`src/rtl/user_wb_arbiter.sv`:
```
// Two-master, one-slave Wishbone classic arbiter with round-robin grant held for a full bus cycle.
// Optional slave watchdog enabled by defining USER_WB_ARB_TIMEOUT_EN.
module user_wb_arbiter #(
  parameter int unsigned TIMEOUT = 255,
  parameter int unsigned AW      = 32,
  parameter int unsigned DW      = 32
) (
  input  logic              wb_clk_i,
  input  logic              wb_rst_i,
  // master 0 (Caravel management)
  input  logic              wbs_cyc_i,
  input  logic              wbs_stb_i,
  input  logic              wbs_we_i,
  input  logic [DW/8-1:0]   wbs_sel_i,
  input  logic [AW-1:0]     wbs_adr_i,
  input  logic [DW-1:0]     wbs_dat_i,
  output logic              wbs_ack_o,
  output logic [DW-1:0]     wbs_dat_o,
  // master 1 (LA probes / user DMA)
  input  logic              m1_cyc_i,
  input  logic              m1_stb_i,
  input  logic              m1_we_i,
  input  logic [DW/8-1:0]   m1_sel_i,
  input  logic [AW-1:0]     m1_adr_i,
  input  logic [DW-1:0]     m1_dat_i,
  output logic              m1_ack_o,
  output logic [DW-1:0]     m1_dat_o,
  // shared slave
  output logic              s_cyc_o,
  output logic              s_stb_o,
  output logic              s_we_o,
  output logic [DW/8-1:0]   s_sel_o,
  output logic [AW-1:0]     s_adr_o,
  output logic [DW-1:0]     s_dat_o,
  input  logic              s_ack_i,
  input  logic [DW-1:0]     s_dat_i,
  output logic              timeout_o
);

  typedef enum logic [1:0] {
    IDLE   = 2'd0,
    GRANT0 = 2'd1,
    GRANT1 = 2'd2
  } state_t;

  localparam logic [15:0] TIMEOUT_LAST = 16'(TIMEOUT - 1);

  state_t state;
  state_t state_next;
  logic   last;
  logic   last_next;
  logic   req0;
  logic   req1;
  logic   granted;
  logic   owner_cyc;
  logic   expire;

  assign req0 = wbs_cyc_i & wbs_stb_i;
  assign req1 = m1_cyc_i & m1_stb_i;

  assign granted   = (state == GRANT0) || (state == GRANT1);
  assign owner_cyc = (state == GRANT0) ? wbs_cyc_i :
                     (state == GRANT1) ? m1_cyc_i  : 1'b0;

`ifdef USER_WB_ARB_TIMEOUT_EN
  localparam logic [DW-1:0] TIMEOUT_DATA = DW'(32'hDEAD_BEEF);

  logic [15:0] wd_count;
  logic        timeout_q;

  // An aborting master gets no forced ack; the grant simply ends.
  assign expire = granted && owner_cyc && !s_ack_i && (wd_count == TIMEOUT_LAST);

  // Counter only advances while granted; IDLE always separates grants so clearing there suffices.
  always_ff @(posedge wb_clk_i) begin
    if (wb_rst_i) begin
      wd_count  <= 16'd0;
      timeout_q <= 1'b0;
    end else begin
      timeout_q <= expire;
      if (!granted) begin
        wd_count <= 16'd0;
      end else if (!s_ack_i) begin
        wd_count <= wd_count + 16'd1;
      end
    end
  end

  assign timeout_o = timeout_q;
`else
  logic unused_timeout_cfg;

  assign unused_timeout_cfg = ^TIMEOUT_LAST;
  assign expire             = 1'b0;
  assign timeout_o          = 1'b0;
`endif

  always_ff @(posedge wb_clk_i) begin
    if (wb_rst_i) begin
      state <= IDLE;
      last  <= 1'b1;
    end else begin
      state <= state_next;
      last  <= last_next;
    end
  end

  always_comb begin
    state_next = state;
    last_next  = last;
    s_cyc_o    = 1'b0;
    s_stb_o    = 1'b0;
    s_we_o     = 1'b0;
    s_sel_o    = '0;
    s_adr_o    = '0;
    s_dat_o    = '0;
    wbs_ack_o  = 1'b0;
    wbs_dat_o  = '0;
    m1_ack_o   = 1'b0;
    m1_dat_o   = '0;

    case (state)
      IDLE: begin
        // On a tie the master opposite the previous owner wins.
        if (req0 && (!req1 || last)) begin
          state_next = GRANT0;
          last_next  = 1'b0;
        end else if (req1) begin
          state_next = GRANT1;
          last_next  = 1'b1;
        end
      end

      GRANT0: begin
        s_cyc_o   = wbs_cyc_i & !expire;
        s_stb_o   = wbs_stb_i & !expire;
        s_we_o    = wbs_we_i;
        s_sel_o   = wbs_sel_i;
        s_adr_o   = wbs_adr_i;
        s_dat_o   = wbs_dat_i;
        wbs_ack_o = (s_ack_i & wbs_cyc_i) | expire;
`ifdef USER_WB_ARB_TIMEOUT_EN
        wbs_dat_o = expire ? TIMEOUT_DATA : s_dat_i;
`else
        wbs_dat_o = s_dat_i;
`endif
        if (s_ack_i || !wbs_cyc_i || expire) begin
          state_next = IDLE;
        end
      end

      GRANT1: begin
        s_cyc_o  = m1_cyc_i & !expire;
        s_stb_o  = m1_stb_i & !expire;
        s_we_o   = m1_we_i;
        s_sel_o  = m1_sel_i;
        s_adr_o  = m1_adr_i;
        s_dat_o  = m1_dat_i;
        m1_ack_o = (s_ack_i & m1_cyc_i) | expire;
`ifdef USER_WB_ARB_TIMEOUT_EN
        m1_dat_o = expire ? TIMEOUT_DATA : s_dat_i;
`else
        m1_dat_o = s_dat_i;
`endif
        if (s_ack_i || !m1_cyc_i || expire) begin
          state_next = IDLE;
        end
      end

      default: begin
        state_next = IDLE;
      end
    endcase
  end

endmodule

```
`config.mk`:
```
export PLATFORM = sky130hd
export DESIGN_NAME = user_wb_arbiter
export DESIGN_NICKNAME = d
export VERILOG_FILES = /design/src/rtl/user_wb_arbiter.sv
export SDC_FILE = /design/constraint.sdc
export NUM_CORES = 1
export LEC_CHECK = 0
export BUFFER_PORTS_ARGS = -buffer_cell sky130_fd_sc_hd__buf_2
export CELL_PAD_IN_SITES_DETAIL_PLACEMENT = 1
export CELL_PAD_IN_SITES_GLOBAL_PLACEMENT = 1
export CORE_MARGIN = 10
export CORE_UTILIZATION = 13
export CTS_CLUSTER_DIAMETER = 150
export DETAILED_ROUTE_END_ITERATION = 7
export PLACE_DENSITY = 0.78
export SETUP_SLACK_MARGIN = 0.02
export SLEW_MARGIN = 20
export SYNTH_ARGS = -nofsm -noshare
export SYNTH_HDL_FRONTEND = slang
export SYNTH_SLANG_ARGS = --single-unit
```
`constraint.sdc`:
```
create_clock -name wb_clk_i -period 1.4 [get_ports wb_clk_i]
set_input_delay 0.28 -clock wb_clk_i [delete_from_list [all_inputs] [get_ports wb_clk_i]]
set_output_delay 0.28 -clock wb_clk_i [all_outputs]
set_load 0.005 [all_outputs]
```
==> metrics.md <==
| Metric | Value |
|---|---|
| Status | `finished with violations` |
| Failing checks | `setup timing` |
| Launch point of the worst reg-to-reg path | `state[0]$_SDFFE_PP0P_` |
| Yosys Warn Count | `0` |
| Post-layout net count | `~760` |
| Setup CP Type | `reg -> out` |
| Clock Tree Buf Depth | `2` |
| Die X | `136 um` |
| Post-Route WL | `around 14 mm` |
| Fin. max-slew vios | `0` |
| Sequential-to-total area share from yosys stat | `3.42%` |
| CTS Hold Buffers Added | `0` |
| Critical path required time | `about 1100 ps` |
| RSZ-0062 raised after global routing | `true` |
| GR met3 Demand/Resource | `under 10%` |
| CP startpoint kind | `flip-flop` |
| FMAX | `between 500 and 600 MHz` |
| Fillcell total | `approximately 1700` |
| Yosys reg bits | `3` |
| Clock power frac | `24.0%` |
| I/O pin count | `~320` |
| GR met2 Demand/Resource | `between 20% and 30%` |
| Pre-antenna DRT Iters | `6` |
| Clk_lat worst skew | `230 ps` |
| Pint | `around 1.3 mW` |
| Pwr Density | `between 400 and 500 nW/um^2` |
| ANT nets after route | `0` |
| Logic pwr share | `71.0%` |
| Post-detail-place hpwl | `11.8 mm` |
| Total number of H-tree levels | `1` |
| Port Buf Inserts | `between 300 and 400` |
| Area of the core | `roughly 13000 sq um` |
| Largest net degree at the start of global routing | `42` |
| Final Hold Fails | `0` |
| Iteration-0 DRC Markers | `between 90 and 100` |
| Final min period | `about 1800 ps` |
| Post-route DRC | `0` |
| P_leak | `around 2.2 nW` |
| Clk pin slew, worst setup/hold paths | `~30 ps` |
| Net Count, Synth | `443` |
| GRT Residual Overflow | `0` |
| Grt met1 use | `between 10% and 20%` |
| Number of cell rows | `42` |
| Tightest Hold Check Type | `in -> reg` |
| Initial antenna violation count | `0` |
| Root buffer cell | `clkbuf_16` |
| Mapped Area | `1760 sq um` |
| Switching part of the total | `between 30% and 40%` |
| N_diodes | `0` |
| Total global-route track usage | `roughly an eighth` |
| Reg power frac | `under 10%` |
| Critical Path Fanout Max | `35` |
| Average wire per standard cell | `~19 um` |
| Reg2reg path depth | `8` |
| Sw power | `about 0.69 mW` |
| Total number of vias | `between 3000 and 4000` |
| Reg-to-reg slack, setup | `-280 ps` |
| Setup WS post-layout | `-425 ps` |
| Skew final | `0.202 ps` |
| Die area | `between 15000 and 20000 sq um` |
| Gpl congestion | `between 0.8 and 0.9` |
| Syn-to-layout area delta | `147%` |
| Part of the cycle the worst path needs | `130%` |
| R2R Path End | `state[0]$_SDFFE_PP0P_` |
| CTS tree | `built` |
| Setup-failing EPs final | `between 100 and 150` |
| Die height | `roughly 140 um` |
| Clock Sinks | `3` |
| Seq. cell area | `about 63 sq um` |
| CP Data Arrival Time | `1550 ps` |
| Syn Inst Count | `approximately 260` |
| Worst Setup End Kind | `output pin` |
| CP startpoint | `state[0]$_SDFFE_PP0P_` |
| Pre-CTS setup slack | `-225 ps` |
| Effective utilization at floorplan | `between 10% and 20%` |
| Average cell area after synthesis | `6.68 sq um` |
| Multi-input gate area | `about 1800 sq um` |
| GRT busiest layer | `met2` |
| Vias in the first global route | `3548` |
| Cts bufs inserted | `3` |
| Worst hold margin | `about 270 ps` |
| Netlist cell types | `24` |
| VDD IR max | `0.425 mV` |
| Ratio of cells with drive above 1 in the final layout | `a little under three quarters` |
| Crit path to | `s_sel_o[0]` |
| First-pass GRT wire length | `20.0 mm` |
| Max Cap Violations | `0` |
| Via density | `4.31` |
==> power groups by stage <==
stage	registers (mW)	logic [mW]	clock network (mW)
after CTS	0.0985	1.32	0.469
final	0.0983	1.39	0.468
after global routing	0.0988	1.51	0.480
after detailed placement	0.0989	1.21	0
after global placement	0.0987	1.19	0
after floorplan	0.0982	0.602	0
==> sequential cells by signal, indices dropped and copies added (netlist names) <==
name / count
state: 2
last: 1
==> cell usage after synthesis <==
library cell	number	area, sq um
a22oi_1	70	526
buf_4	4	30.0
inv_1	4	15.0
a31oi_1	1	6.26
and4_1	1	8.76
nor2_1	1	3.75
clkbuf_1	13	48.8
nor2b_1	71	444
nand3b_1	1	7.51
o21bai_1	1	7.51
o2bb2ai_1	1	8.76
and2_1	64	400
a221oi_2	1	15.0
a31o_1	1	8.76
dfxtp_1	3	60.1
or2_1	1	6.26
nand2_1	1	3.75
a32o_1	1	10.0
and3_1	2	12.5
a22oi_2	1	12.5
ha_1	3	37.5
o21ai_1	1	5.00
buf_2	15	75.1
conb_1	1	3.75
==> cell type report <==
type                       count  share of cell area (%)
timing repair buffer         341                    49.7
multi-input combinational    224                    41.6
inverter                       4                   0.346
clock buffer                   4                    1.81
sequential                     3                    1.44
tap                          176                    5.07
==> critical path, stage by stage, from the launching register on <==
cell     delay, ps
dfxtp_2        310
inv_2           70
buf_12         100
ha_4           180
buf_12         210
a22oi_1        110
nor2b_1        160
buf_2          150
==> metal layers <==
metal / vias up / share of wire (%)
met5: - / 0
met4: 0 / 1.1
met3: 12 / 13
met1: 1498 / 34
met2: 186 / 53
li1: 1547 / -
==> how the worst min path moves through the flow <==
stage	start	endpoint	depth (start not counted)
after floorplan	wb_rst_i	state[1]$_SDFFE_PP0P_	1
after global placement	wb_rst_i	state[1]$_SDFFE_PP0P_	2
after detailed placement	last$_SDFFE_PP1P_	last$_SDFFE_PP1P_	2
after CTS	wb_rst_i	state[1]$_SDFFE_PP0P_	2
after global routing	wb_rst_i	state[1]$_SDFFE_PP0P_	2
final	wb_rst_i	state[1]$_SDFFE_PP0P_	2
==> logic make-up (layout without fill, tap and decap cells) <==
group,after synthesis,in the layout,synth area share [%]
other,1,1,0.213
AO/OA/AOI/OAI,78,78,34.1
flip-flops,3,3,3.42
adder cells (fa/ha/maj),3,3,2.14
buffers and inverters,36,349,9.62
AND/OR/NAND/NOR,142,142,50.5
==> repair_timing <==
item / CTS / global route
resized for setup: 15 / 39
pin swaps: 0 / 2
gates cloned: 4 / 2
setup endpoints to repair: 139 / 139
setup buffers: 3 / 3
==> per-stage QoR <==
| step | cells | TNS [ps] | cell area, sq um | utilization [%] | total power [mW] |
|---|---|---|---|---|---|
| 6_report | 752 | -48540 | 4340 | 32.8 | 1.95 |
| 5_1_grt | 752 | -56440 | 4340 | 32.8 | 2.09 |
| 4_1_cts | 748 | -50530 | 4120 | 31.1 | 1.89 |
| 3_5_place_dp | 737 | -15930 | 3840 | 29.0 | 1.31 |
| 3_3_place_gp | 737 | -13120 | 3840 | 29.0 | 1.28 |
| 2_1_floorplan | 263 | -2.03 | 2030 | - | 0.700 |
==> cells in the final DEF (no fill, tap or decap), types with 2 or more instances in the layout <==
master and instances:
inv_2 2, buf_12 9, ha_4 2, and2_1 47, clkbuf_16 5, buf_6 20
a22oi_1 30, buf_8 2, inv_1 2, dfxtp_2 2, buf_2 295, and2_4 17
nor2b_2 2, buf_16 5, buf_4 8, a22oi_2 41, nor2b_1 69
No activity file was read; power rests on OpenSTA's default activity.
